File: config.mk
export PLATFORM = sky130hd
export DESIGN_NAME = mul_div_sequencer
export DESIGN_NICKNAME = d
export VERILOG_FILES = /design/src/rtl/mul_div_sequencer.sv
export SDC_FILE = /design/constraint.sdc
export NUM_CORES = 1
export LEC_CHECK = 0
export ABC_AREA = 1
export BUFFER_PORTS_ARGS = -buffer_cell sky130_fd_sc_hd__buf_2
export CAP_MARGIN = 40
export CORE_ASPECT_RATIO = 0.5
export CORE_MARGIN = 4
export CORE_UTILIZATION = 45
export DETAILED_ROUTE_END_ITERATION = 10
export HOLD_SLACK_MARGIN = 0.06
export SYNTH_ARGS = -nofsm -noshare
export SYNTH_HDL_FRONTEND = slang
export SYNTH_SLANG_ARGS = --single-unit
File: constraint.sdc
create_clock -name clock -period 3.3 [get_ports clock]
set_input_delay 0.66 -clock clock [delete_from_list [all_inputs] [get_ports clock]]
set_output_delay 0.66 -clock clock [all_outputs]
set_load 0.005 [all_outputs]
File: src/rtl/mul_div_sequencer.sv
// Iterative signed multiply/divide for the Z register pair: radix-4 Booth multiplier and
// 32-step restoring divider on a shared accumulator. Define MULDIV_DIV_EN to include the divider.
module mul_div_sequencer (
   input  logic        clock,
   input  logic        clear,
   input  logic        start,
   input  logic        op,
   input  logic [31:0] a_in,
   input  logic [31:0] b_in,
   output logic        busy,
   output logic        done,
   output logic        div_by_zero,
   output logic [31:0] ZhighOut,
   output logic [31:0] ZlowOut
);
   localparam int         DATA_W   = 32;
   localparam logic [4:0] MUL_LAST = 5'd15;

`ifdef MULDIV_DIV_EN
   localparam logic [4:0] DIV_LAST = 5'd31;
   typedef enum logic [2:0] {S_IDLE, S_MUL, S_DIV, S_FIX, S_DONE} state_t;
`else
   typedef enum logic [2:0] {S_IDLE, S_MUL, S_DONE} state_t;
`endif

   state_t state, state_nxt;

   // acc holds {hi, lo} of the product during MUL and {rem, quo} during DIV
   logic [2*DATA_W-1:0]        acc;
   logic [DATA_W-1:0]          opnd;
   logic                       carry;
   logic [4:0]                 cnt;
   logic                       accept;
   logic signed [DATA_W+1:0]   booth_sum;
   logic [2*DATA_W-1:0]        mul_next;

`ifdef MULDIV_DIV_EN
   logic                       sign_a;
   logic                       neg_q;
   logic                       dz;
   logic [DATA_W-1:0]          rem_sh;
   logic [DATA_W:0]            trial;
   logic [2*DATA_W-1:0]        div_next;
   logic [DATA_W-1:0]          quo_fix;
   logic [DATA_W-1:0]          rem_fix;
`endif

   function automatic logic signed [DATA_W+1:0] booth_addend(input logic [2:0] sel,
                                                            input logic [DATA_W-1:0] m);
      logic signed [DATA_W+1:0] m1;
      logic signed [DATA_W+1:0] m2;
      m1 = {{2{m[DATA_W-1]}}, m};
      m2 = {m[DATA_W-1], m, 1'b0};
      case (sel)
         3'b001, 3'b010: booth_addend = m1;
         3'b011:         booth_addend = m2;
         3'b100:         booth_addend = -m2;
         3'b101, 3'b110: booth_addend = -m1;
         default:        booth_addend = '0;
      endcase
   endfunction

   function automatic logic [DATA_W-1:0] negate_if(input logic neg, input logic [DATA_W-1:0] x);
      negate_if = neg ? (~x + 32'd1) : x;
   endfunction

   // -2^31 maps to 0x80000000, which is still correct as an unsigned magnitude
   function automatic logic [DATA_W-1:0] magnitude(input logic [DATA_W-1:0] x);
      magnitude = negate_if(x[DATA_W-1], x);
   endfunction

`ifdef MULDIV_DIV_EN
   assign accept = (state == S_IDLE) && start;
`else
   assign accept = (state == S_IDLE) && start && !op;
`endif

   always_comb begin
      booth_sum = $signed({acc[2*DATA_W-1], acc[2*DATA_W-1], acc[2*DATA_W-1:DATA_W]})
                  + booth_addend({acc[1:0], carry}, opnd);
      mul_next  = {booth_sum, acc[DATA_W-1:2]};
   end

`ifdef MULDIV_DIV_EN
   always_comb begin
      rem_sh   = {acc[2*DATA_W-2:DATA_W], acc[DATA_W-1]};
      trial    = {1'b0, rem_sh} - {1'b0, opnd};
      div_next = trial[DATA_W] ? {rem_sh, acc[DATA_W-2:0], 1'b0}
                               : {trial[DATA_W-1:0], acc[DATA_W-2:0], 1'b1};
      quo_fix  = negate_if(neg_q, acc[DATA_W-1:0]);
      rem_fix  = negate_if(sign_a, acc[2*DATA_W-1:DATA_W]);
   end
`endif

   always_ff @(posedge clock) begin
      if (!clear) state <= S_IDLE;
      else        state <= state_nxt;
   end

   always_comb begin
      state_nxt = state;
      case (state)
         S_IDLE: begin
            if (accept) begin
`ifdef MULDIV_DIV_EN
               state_nxt = op ? S_DIV : S_MUL;
`else
               state_nxt = S_MUL;
`endif
            end
         end
         S_MUL:  if (cnt == MUL_LAST) state_nxt = S_DONE;
`ifdef MULDIV_DIV_EN
         S_DIV: begin
            if (dz)                    state_nxt = S_DONE;
            else if (cnt == DIV_LAST)  state_nxt = S_FIX;
         end
         S_FIX:  state_nxt = S_DONE;
`endif
         S_DONE: state_nxt = S_IDLE;
         default: state_nxt = S_IDLE;
      endcase
   end

   always_comb begin
      busy = (state != S_IDLE);
      done = (state == S_DONE);
`ifdef MULDIV_DIV_EN
      div_by_zero = (state == S_DONE) && dz;
`else
      div_by_zero = 1'b0;
`endif
   end

   always_ff @(posedge clock) begin
      if (!clear) begin
         acc      <= '0;
         opnd     <= '0;
         carry    <= 1'b0;
         cnt      <= '0;
         ZhighOut <= '0;
         ZlowOut  <= '0;
`ifdef MULDIV_DIV_EN
         sign_a   <= 1'b0;
         neg_q    <= 1'b0;
         dz       <= 1'b0;
`endif
      end else begin
         case (state)
            S_IDLE: begin
               if (accept) begin
                  cnt   <= '0;
                  carry <= 1'b0;
`ifdef MULDIV_DIV_EN
                  dz    <= 1'b0;
                  if (op) begin
                     sign_a <= a_in[DATA_W-1];
                     neg_q  <= a_in[DATA_W-1] ^ b_in[DATA_W-1];
                     opnd   <= magnitude(b_in);
                     if (b_in == '0) begin
                        dz  <= 1'b1;
                        acc <= {{DATA_W{1'b0}}, a_in};
                     end else begin
                        acc <= {{DATA_W{1'b0}}, magnitude(a_in)};
                     end
                  end else
`endif
                  begin
                     acc  <= {{DATA_W{1'b0}}, b_in};
                     opnd <= a_in;
                  end
               end
            end
            S_MUL: begin
               acc   <= mul_next;
               carry <= acc[1];
               cnt   <= cnt + 5'd1;
               if (cnt == MUL_LAST) begin
                  ZhighOut <= mul_next[2*DATA_W-1:DATA_W];
                  ZlowOut  <= mul_next[DATA_W-1:0];
               end
            end
`ifdef MULDIV_DIV_EN
            S_DIV: begin
               if (dz) begin
                  ZhighOut <= acc[DATA_W-1:0];
                  ZlowOut  <= '1;
               end else begin
                  acc <= div_next;
                  cnt <= cnt + 5'd1;
               end
            end
            S_FIX: begin
               ZhighOut <= rem_fix;
               ZlowOut  <= quo_fix;
            end
`endif
            default: ;
         endcase
      end
   end

endmodule

After elaboration in Yosys (flattened, before gate mapping)
Index checks and enable logic that the tools add are counted.

operators by class
  $add $sub $neg = 4
  eq/ne operators = 11
  multiplexer cells = 10
  reductions and logical operators = 12

operators by type and width
  operator             count
  $pmux 34 s4          1
  $pmux 64 s2          1
  $mux 64              1
  $add 32x34->34       1
  $neg 32->34          1
  $neg 33->34          1
  $pmux 5 s2           1
  $eq 3x2->1 const B   3
  $eq 3x3->1 const B   3
  $reduce_and 2->1     4
  $eq 3x1->1 const B   2
  $mux 3               2
  $pmux 3 s2           1
  $add 5x1->5 const B  1
  $eq 5x4->1 const B   1
  $mux 5               1
  $ne 2x2->1 const B   2
  $reduce_or 2->1      2
  $logic_not 3->1      1
  $reduce_bool 3->1    1
  $logic_and 1x1->1    2
  $pmux 1 s2           1
  $reduce_bool 2->1    1
  $logic_not 1->1      1
  $mux 1               1

storage, ports and cells
  register bits after elaboration = 169
  bits of input ports = 68
  output and inout port bits = 67
  word-level logic and storage cells = 44

Longest topological paths before layout
Gate-level depths: netlist (run 1).

  word-level depth = 5
  mapped depth = 25

Least setup slack after synthesis (run 1)
OpenSTA, ideal clock, no wires.

  path type = reg2reg
  from = reg opnd[0]
  to = reg ZhighOut[31]
  setup time = 109 ps
  data arrival time = 2,777 ps
  data required time = 3,191 ps
  setup slack = 414 ps
  cell stages (with the launch flop) = 23
  buffers on the path = 0
  clock period less this slack = 2,886 ps
  path through = dfxtp_1 > inv_1 > ha_1 > nand3_2 > nor2_2 > nand3_2 > xor2_1 > a221oi_1 > o21ai_0 > ha_1 > nand2_1 > inv_1 > nand2_1 > nor2_1 > nand4_1 > nand3_2 > nand2_1 > nand2_1 > inv_1 > nand3_1 > nand3_1 > nand2_1 > inv_1

on the way
  cells in the longest elaborated chain, start to end = 3
  elaborated cells on any way between the ends = 4
  classes of those cells = 3 x add/sub; 1 x mux

RTL lines
  what                                        RTL line  text
  start: declaration                          30        logic [DATA_W-1:0] opnd;
  start signal: assignment                    170       opnd <= a_in;
  $neg 33->34 or $neg 32->34 (tied branches)  57, 58
  $pmux 34 s4 *                               54        case (sel)
  $add 32x34->34 *                            80        + booth_addend({acc[1:0], carry}, opnd);
  end signal: assignment                      179       ZhighOut <= mul_next[2*DATA_W-1:DATA_W];
  end: declaration                            13        output logic [31:0] ZhighOut,

Mark *: on every way between the ends. The rest lies on a longest branch, timed or not.
A chain may end at the register's enable or synchronous reset.

Worst setup path after layout (run 1)
  from = reg opnd[6]
  to = reg ZhighOut[15]

Same word-level chain as after synthesis.

==> results of run 1 <==
[per-layer routing]
metal  wire, µm  vias up  GRT usage [%]
met5          0        -              0
met4        342        0          6.355
met3       2716       24          5.909
met2      14480      322          39.36
met1      17750     5120          42.70
li1           -     5440              -
[layout make-up]
type                            instances  share of cell area (%)
Inverter                              157                   4.376
Sequential cell                       168                   24.99
Timing Repair Buffer                  293                   14.19
Clock inverter                         12                   1.140
Multi-Input combinational cell       1114                   49.06
Tap cell                              300                   2.781
Clock buffer                           20                   3.458
[synthesized netlist by cell type, types with 7 or more instances]
| cell | count | area [µm²] |
|---|---|---|
| nand2_1 | 445 | 1670 |
| dfxtp_1 | 168 | 3363 |
| inv_1 | 134 | 503.0 |
| a21oi_1 | 113 | 565.5 |
| o21ai_0 | 103 | 515.5 |
| nor2_1 | 102 | 382.9 |
| nand3_1 | 58 | 290.3 |
| clkbuf_1 | 42 | 157.7 |
| ha_1 | 36 | 450.4 |
| a31oi_1 | 35 | 219.0 |
| xor2_1 | 34 | 297.8 |
| inv_2 | 21 | 78.83 |
| nand4_1 | 21 | 131.4 |
| buf_2 | 19 | 95.09 |
| nor2_2 | 14 | 87.58 |
| o2111ai_1 | 13 | 113.9 |
| o21bai_1 | 13 | 97.59 |
| nand2_2 | 12 | 75.07 |
| o21a_1 | 12 | 90.09 |
| o21ai_1 | 10 | 50.05 |
| o211ai_1 | 9 | 67.56 |
| a22o_1 | 8 | 70.07 |
| nand3_2 | 8 | 80.08 |
| nor2_4 | 7 | 78.83 |
[cells by family after synthesis]
| logic type | share of synthesized area, % |
|---|---|
| simple gates | 29.91 |
| other cells | 0.03707 |
| buf+inv | 8.670 |
| fa+ha+maj | 4.651 |
| xor+xnor | 3.624 |
| flops | 33.25 |
| compound gates | 19.86 |
[power groups by stage]
stage / clock [mW] / sequential, mW / combinational [mW]
after floorplan: 0 / 2.22 / 0.768
after global placement: 0 / 2.24 / 1.30
after detailed placement: 0 / 2.24 / 1.31
after CTS: 2.19 / 2.19 / 1.35
after global routing: 2.27 / 2.22 / 1.70
final: 2.16 / 2.20 / 1.57
[flip-flops by register name, summed over array words and instances, names as in the netlist]
register,flops
acc,64
ZhighOut,32
ZlowOut,32
opnd,32
cnt,5
state,2
carry,1
[per-stage QoR]
stage                     worst slack (ns)  TNS, ns  instance area, µm²  std cells  util [%]
final                             -0.07893  -0.2610               13500       2064     61.71
after global routing               -0.2609   -5.710               13500       2064     61.71
after CTS                         -0.04263  -0.1426               12670       2042     57.94
after detailed placement           -0.2196   -5.501               11930       2007     54.54
after global placement             -0.2039   -2.808               11930       2007     54.54
after floorplan                     0.4144        0               10120       1505         -
[final timing paths]
check                                 start           end  slack, ns  depth (start not counted)
worst max-delay path                opnd[6]  ZhighOut[15]      -0.08                         20
worst min register to register  ZlowOut[28]   ZlowOut[28]       0.46                          2
worst min-delay path            ZlowOut[28]   ZlowOut[28]       0.46                          2
worst max register to register      opnd[6]  ZhighOut[15]      -0.08                         20
[worst min-delay path: cells and delay by family (launching register included)]
kind | cells | cell delay [ns]
flip-flops | 1 | 0.31
AO/OA/AOI/OAI | 1 | 0.05
AND/OR/NAND/NOR | 1 | 0.06
[repair_timing]
action,4_1_cts,5_1_grt
resized for setup,26,166
setup endpoints to repair,46,54
pin swaps,4,52
endpoints found under the hold margin,0,0
setup buffers,3,22
==> reports/results.ini, run 1 <==
[timing]
hold_ws_ns=0.4605
worst_pin_slew_ns=0.8442
finalMaxSlewViolations=0
final-hold-violation-count=0
layout_setup_ws_ns=-0.07893
clock.fmax_mhz=296.0
relSlewSlack_pct=43.72
min_period_ns=3.379
fin_crit_sh_pct=102.4
finalSetupViolations=5
timing.clock.skew_ns=0.01008
rsz0062_at_grt=yes

[clocking]
cts-hold-fix-buffers=0
insertion_delay_ns=0.45
cts_tree=built
htree_levels=4
cts_root_buf=clkbuf_16
clkTransAtPathRegs_ns=0.07
clk_path_buf_depth=2
cts_buffers=17
cts_sinks=168

[worst_setup_path]
cpLargestDelayFamily=simple AND/OR/NAND/NOR gates
slowest_stage=ha_4
cp_num_buf_inv=4
start_kind=register
end_kind=register
cp.arrival_ns=3.72
max_stage_delay_ns=0.39
worstPathMaxFanout=5
worstPathCellList=nor2_1 -> nand2_1 -> nor2_1 -> buf_4 -> nand2_1 -> xor2_1 -> inv_1 -> nand2_1 -> nand4_1 -> ha_4 -> buf_4 -> nand4_1 -> nor2_2 -> nand4_1 -> nand3_2 -> nor2_1 -> nor2_1 -> nand2_1 -> o211ai_1 -> inv_1
critPathKind=reg -> reg
crit_required_ns=3.64

[pwr]
power.internal_mw=3.974
power.share.clock_pct=36.4
swShare_pct=32.93
combPwrFrac_pct=26.4
power_mw=5.925
p_seq_share_pct=37.2
leakage_nw=6.145
power.density_nw_per_um2=439.0
power.switching_mw=1.951
ir_worst_vdd_mv=0.2787

[floorplanning]
rows=38
start_util_pct=46.25
core_area_um2=21870
die_w_um=220.0
fp.dieH_um=114.0
pin_count=135
die-area_um2=25090

[place]
place_congestion=0.9483
hpwl_um=25590
io_buffer_count=133

[logic_synthesis]
syn_area_um2=10120
synth_edf_count=0
ys_types=54
synthFlopType=dfxtp_1
avgSynthCellArea_um2=6.722
syn_inst=1505
synth_nets=1610
ys_seq_elements=168
ys_seq_area_share_pct=33.25
ys_warn_count=0
async_reset_ff_share_pct=0

[route]
vias_per_cell=5.284
drt_wl_total_um=35290
drc_errors=0
ant_nets=0
wire_per_inst_um=17.10
drt_pass1_iterations=7
drt-initial-drc-count=962
num_vias=10910

[global_route]
first_global_vias=10300
overflow=0
grt_pass1_wl_um=54730
grt_max_degree=84
antenna_found_initial=0
grt_use_total_pct=27.76

[flow_run]
timing.max_cap.violations=0

[final_layout]
layout_common_cells=nand2_1 (421), dfxtp_1 (162), buf_4 (154)
n_antenna_cell=0
fillers=2034
areaGrowthSynthToFinish_pct=33.42
final_common_cell=nand2_1
drive_above_1_share_pct=31.29
seq_area_um2=3373
multi_input_area_um2=6621
nets=1856

[run_status]
violations=negative setup slack
outcome=complete, but fails checks

[min_path]
hp-class=reg -> reg

Note: power is estimated with default switching activity, not from simulation.
==> run 2: changes to the inputs <==
- CAP_MARGIN: 40 -> not set
- SKIP_CTS_REPAIR_TIMING: not set -> 1
- SKIP_LAST_GASP: not set -> 1
==> reports/results.ini, run 2 (synthesis gave the netlist of run 1 again) <==
[min_path]
hp-class=reg -> reg
holdPathStages=2  ; unchanged

[floorplanning]
start_util_pct=46.25  ; unchanged
rows=38  ; unchanged
core_area_um2=21870  ; unchanged
fp.dieH_um=114.0  ; unchanged
pin_count=135  ; unchanged
die_w_um=220.0  ; unchanged
die-area_um2=25090  ; unchanged

[worst_setup_path]
end_kind=register
cp.arrival_ns=3.68  ; -0.04 ns
crit_required_ns=3.68  ; +0.04 ns
critPathKind=reg -> reg
rr_worst_depth=20  ; unchanged
worstPathMaxFanout=5  ; unchanged
start_kind=register

[pwr]
leakage_nw=6.085  ; -0.97%
ir_worst_vdd_mv=0.2778  ; -0.33%
power_mw=5.915  ; -0.16%
power.density_nw_per_um2=440.4  ; +0.32%

[route]
drc_errors=0  ; unchanged
drt_pass1_iterations=7  ; unchanged
num_vias=10910  ; +0.073%
drt-initial-drc-count=907  ; -5.7%
vias_per_cell=5.303  ; +0.37%
wire_per_inst_um=17.06  ; -0.20%
ant_nets=0  ; unchanged
drt_wl_total_um=35120  ; -0.49%

[timing]
min_period_ns=3.301  ; -0.07788 ns
worst_pin_slew_ns=0.8493  ; +0.005049 ns
finalSetupViolations=1  ; -4
finalMaxSlewViolations=0  ; unchanged
timing.clock.skew_ns=0.01295  ; +0.002872 ns
clock.fmax_mhz=302.9  ; +2.4%
setup_tns_ns=-0.001051  ; +0.2599 ns
final-hold-violation-count=0  ; unchanged
relSlewSlack_pct=43.38  ; -0.34 points
rsz0062_at_grt=yes
layout_setup_ws_ns=-0.001051  ; +0.07788 ns
fin_crit_sh_pct=100.0  ; -2.4 points

[global_route]
antenna_found_initial=0  ; unchanged
grt_max_degree=84  ; unchanged
first_global_vias=10210  ; -0.82%
grt_use_total_pct=27.63  ; -0.13 points
overflow=0  ; unchanged
grt_pass1_wl_um=54410  ; -0.58%

[final_layout]
multi_input_area_um2=6604  ; -0.26%
n_antenna_cell=0  ; unchanged
final_area_um2=13430  ; -0.48%
fillers=2059  ; +1.2%
layout_common_cells=nand2_1 (419), dfxtp_1 (162), buf_4 (148)
stdcell_count=2058  ; -0.29%
seq_area_um2=3371  ; about the same
areaGrowthSynthToFinish_pct=32.78
nets=1850  ; -0.32%
final_common_cell=nand2_1
top_register=acc
drive_above_1_share_pct=31.06  ; -0.23 points
largest_reg_flops=64  ; unchanged
fin_util_pct=61.41  ; -0.30 points

[clocking]
htree_levels=4  ; unchanged
cts_root_buf=clkbuf_16
cts_tree=built
clk_path_buf_depth=2  ; unchanged
cts_sinks=168  ; unchanged
clkTransAtPathRegs_ns=0.07  ; about the same
insertion_delay_ns=0.45  ; about the same
cts_buffers=17  ; unchanged

[place]
dp_cells=2007  ; unchanged
io_buffer_count=133  ; unchanged
hpwl_um=25590  ; unchanged
placed_cell_area_um2=11930  ; unchanged
place_congestion=0.9483  ; unchanged

[run_status]
violations=negative setup slack
outcome=complete, but fails checks

[flow_run]
timing.max_cap.violations=0  ; unchanged

-- run 2: per-stage QoR --
stage,setup WS [ns],hold slack [ns]
after floorplan,0.4144,0.4323
after global placement,-0.2039,0.4466
after detailed placement,-0.2196,0.4501
after CTS,-0.2486,0.4526
after global routing,-0.2863,0.4695
final,-0.001051,0.4604
-- run 2: path summary, 6_finish.rpt --
| path | from | to | slack, ns |
|---|---|---|---|
| max | opnd[6] | acc[55] | -0.001 |
| min | ZlowOut[28] | ZlowOut[28] | 0.46 |
| max reg2reg | opnd[6] | acc[55] | -0.001 |
| min reg2reg | ZlowOut[28] | ZlowOut[28] | 0.46 |
-- run 2: per-layer routing --
metal / vias to the layer above / wire (µm) / track usage [%]
met5: - / 0 / 0
met4: 0 / 309 / 6.355
met3: 23 / 2497 / 5.137
met2: 339 / 14390 / 39.01
met1: 5112 / 17930 / 43.07
li1: 5440 / - / -
-- run 2: area by class of cell --
class | count | area share (%)
multi-input cells | 1114 | 49.17
flip-flops and latches | 168 | 25.10
clock buffers | 20 | 3.475
well taps | 300 | 2.795
repair buffers | 287 | 13.93
inverters | 157 | 4.397
clock inverters | 12 | 1.146
-- run 2: report_power, final --
group | switching (mW) | total [mW] | internal [mW]
registers | 0.0870 | 2.20 | 2.12
logic | 0.903 | 1.55 | 0.651
clock network | 0.955 | 2.16 | 1.20
-- run 2: worst max-delay path, cell delays in order (launching register included) --
cell,delay [ns]
dfxtp_1,0.35
nor2_1,0.19
nand2_1,0.15
nor2_2,0.16
buf_4,0.11
nand2_1,0.12
xor2_1,0.16
inv_1,0.07
nand2_1,0.06
nand4_1,0.24
ha_4,0.39
buf_4,0.11
nand4_1,0.18
nor2_2,0.17
nand4_1,0.12
nand3_2,0.14
nand2_2,0.07
nand3_1,0.10
buf_4,0.12
nand3_2,0.07
a21oi_2,0.15
==> run 3: changes to the inputs <==
- ABC_AREA: 1 -> not set
- RECOVER_POWER: not set -> 50
==> reports/results.ini, run 3 <==
[timing]
finalSetupViolations=52  ; +51
worst_pin_slew_ns=1.578  ; +0.7289 ns
fin_crit_sh_pct=134.3  ; +34 points
rsz0062_at_grt=yes
final-hold-violation-count=0  ; unchanged
clock.fmax_mhz=225.7  ; -26%
min_period_ns=4.431  ; +1.130 ns
hold_ws_ns=0.4482  ; -0.01213 ns
timing.clock.skew_ns=0.01149  ; -0.001460 ns
relSlewSlack_pct=-5.209  ; -49 points
layout_setup_ws_ns=-1.131  ; -1.130 ns
finalMaxSlewViolations=71  ; +71

[route]
drt-initial-drc-count=664  ; -27%
drt_pass1_iterations=5  ; -2
ant_nets=0  ; unchanged
drt_wl_total_um=33270  ; -5.3%
drc_errors=0  ; unchanged
num_vias=10440  ; -4.3%
vias_per_cell=5.528  ; +4.2%
wire_per_inst_um=17.61  ; +3.2%

[floorplanning]
die_w_um=219.3  ; -0.34%
die-area_um2=24920  ; -0.67%
fp.dieH_um=113.6  ; -0.33%
pin_count=135  ; unchanged
core_area_um2=21820  ; -0.22%
start_util_pct=46.03  ; -0.23 points
rows=38  ; unchanged

[global_route]
grt_max_degree=88  ; +4.8%
first_global_vias=9807  ; -4.0%
grt_use_total_pct=25.71  ; -1.9 points
overflow=0  ; unchanged
grt_pass1_wl_um=51290  ; -5.7%
antenna_found_initial=1  ; +1

[place]
place_congestion=0.9246  ; -2.5%
io_buffer_count=133  ; unchanged
hpwl_um=23550  ; -8.0%

[clocking]
cts_buffers=17  ; unchanged
insertion_delay_ns=0.46  ; about the same
cts_tree=built
clk_path_buf_depth=2  ; unchanged
htree_levels=4  ; unchanged
cts_root_buf=clkbuf_16
cts_sinks=168  ; unchanged
clkTransAtPathRegs_ns=0.07  ; about the same

[min_path]
hp-class=in -> reg

[worst_setup_path]
worstPathCellList=nor4_4 -> nand2_2 -> or4_4 -> or3_4 -> nor3_4 -> nand2_2 -> buf_4 -> nand2_1 -> xnor2_2 -> a221oi_1 -> a31oi_1 -> ha_2 -> nand4_1 -> nor2_2 -> buf_4 -> a211oi_2 -> o21bai_2 -> a31oi_4 -> or4b_4 -> nand3_1
cpLargestDelayFamily=simple AND/OR/NAND/NOR gates
critPathKind=reg -> reg
cp.arrival_ns=4.83  ; +1.15 ns
r2r-start=opnd[3]
endpoint=ZhighOut[24]
rr_endpoint=ZhighOut[24]
max_stage_delay_ns=0.48  ; +0.09 ns
start_kind=register
r2r_setup_slack_ns=-1.13  ; -1.13 ns
slowest_stage=or4b_4
end_kind=register
critPathLaunch=opnd[3]
cp_num_buf_inv=2  ; -2
worstPathMaxFanout=5  ; unchanged
rr_worst_depth=20  ; unchanged
crit_required_ns=3.70  ; +0.02 ns
cp.depth=20  ; unchanged

[logic_synthesis]
ys_seq_area_share_pct=33.48  ; +0.24 points
synth_edf_count=0  ; unchanged
synthFlopType=dfxtp_1
synth_top_area_share_pct=33.48  ; +0.24 points
synth_commonest_cells=nand2_1 (312), dfxtp_1 (168), clkbuf_1 (97)
synth_top_cell_by_area=dfxtp_1
synth_xor_area_share_pct=7.237  ; +3.6 points
syn_inst=1297  ; -14%
ys_seq_elements=168  ; unchanged
avgSynthCellArea_um2=7.745  ; +15%
ys_types=68  ; +26%
synthTopCellsByArea=dfxtp_1 (33%), nand2_1 (12%), a21boi_0 (6.2%)
synthSimpleGateAreaFrac_pct=23.58  ; -6.3 points
ys_warn_count=0  ; unchanged
async_reset_ff_share_pct=0  ; unchanged
synth_nets=1402  ; -13%
synthAdderAreaFrac_pct=4.684  ; +0.033 points
yosys.cell_count.top_type=nand2_1
syn_area_um2=10040  ; -0.71%
synth_top_family_by_area=compound AO/OA/AOI/OAI gates
synth_mux_area_share_pct=0.7100  ; +0.71 points
synth-compound-area-share_pct=25.49  ; +5.6 points

[final_layout]
drive_above_1_share_pct=32.35  ; +1.3 points
fin_util_pct=63.57  ; +2.2 points
n_antenna_cell=0  ; unchanged
nets=1681  ; -9.1%
top_register=acc
largest_reg_flops=64  ; unchanged
final_common_cell=nand2_1
areaGrowthSynthToFinish_pct=38.10
layout_common_cells=nand2_1 (304), buf_4 (221), dfxtp_1 (163)

[flow_run]
timing.max_cap.violations=1  ; +1

[run_status]
violations=max-capacitance violations, max-slew violations, negative setup slack
outcome=complete, but fails checks

[pwr]
ir_worst_vdd_mv=0.3681  ; +33%
power.density_nw_per_um2=419.1  ; -4.8%
leakage_nw=6.034  ; -0.85%

==> run 3: area by class of cell <==
cell class | count | area (µm²)
Fill cell | 1914 | 7951
Multi-Input combinational cell | 1007 | 7028
Sequential cell | 168 | 3369
Timing Repair Buffer | 369 | 2440
Clock buffer | 17 | 425.4
Tap cell | 300 | 375.4
Clock inverter | 15 | 181.4
Inverter | 13 | 52.55
==> run 3: cells by family (layout without fill, tap and decap cells) <==
kind of cell / after synthesis / count (layout)
AOI/OAI and AO/OA: 352 / 352
xor gates and xnor gates: 83 / 83
adders and majority gates: 37 / 37
buffers and inverters: 122 / 414
DFF: 168 / 168
muxes: 7 / 7
other: 1 / 1
and+or+nand+nor: 527 / 527
==> run 3: worst reg2reg max path, stage by stage, from the launching register on <==
cell and delay, ns:
dfxtp_2 0.34, nor4_4 0.30, nand2_2 0.08, or4_4 0.42, or3_4 0.37, nor3_4 0.19, nand2_2 0.12, buf_4 0.14
nand2_1 0.10, xnor2_2 0.08, a221oi_1 0.28, a31oi_1 0.10, ha_2 0.42, nand4_1 0.15, nor2_2 0.17, buf_4 0.14
a211oi_2 0.06, o21bai_2 0.21, a31oi_4 0.13, or4b_4 0.48, nand3_1 0.09
==> run 3: how the worst min path moves through the flow <==
stage / start / end / slack, ns / cells past startpoint
2_1_floorplan: cnt[4] / cnt[4] / 0.43 / 2
3_3_place_gp: cnt[4] / cnt[4] / 0.43 / 2
3_5_place_dp: ZhighOut[21] / ZhighOut[21] / 0.44 / 2
4_1_cts: a_in[21] / opnd[21] / 0.43 / 3
5_1_grt: a_in[23] / opnd[23] / 0.45 / 3
6_report: a_in[21] / opnd[21] / 0.45 / 3
==> run 3: routing by layer <==
metal | track usage, % | vias up | wire (µm)
li1 | - | 5082 | -
met1 | 37.66 | 4995 | 16020
met2 | 38.16 | 316 | 14450
met3 | 6.548 | 48 | 2300
met4 | 5.595 | 2 | 496
met5 | 0 | - | 8
==> run 3: metrics by stage <==
| step | cell area (µm²) | cells | setup WS (ns) | TNS (ns) | power, mW |
|---|---|---|---|---|---|
| after global routing | 13870 | 1889 | -1.343 | -51.45 | 6.064 |
| final | 13870 | 1889 | -1.131 | -42.63 | 5.814 |
| after CTS | 13010 | 1863 | -1.340 | -46.65 | 5.635 |
| after detailed placement | 12400 | 1831 | -1.329 | -45.05 | 3.566 |
| after floorplan | 10210 | 1297 | -1.042 | -30.72 | 3.005 |
| after global placement | 12400 | 1831 | -1.190 | -42.20 | 3.540 |
==> run 3: where the power goes <==
group	total [mW]	switching (mW)	internal (mW)
Sequential	2.16	0.0631	2.10
Combinational	1.58	0.837	0.740
Clock	2.08	0.992	1.08
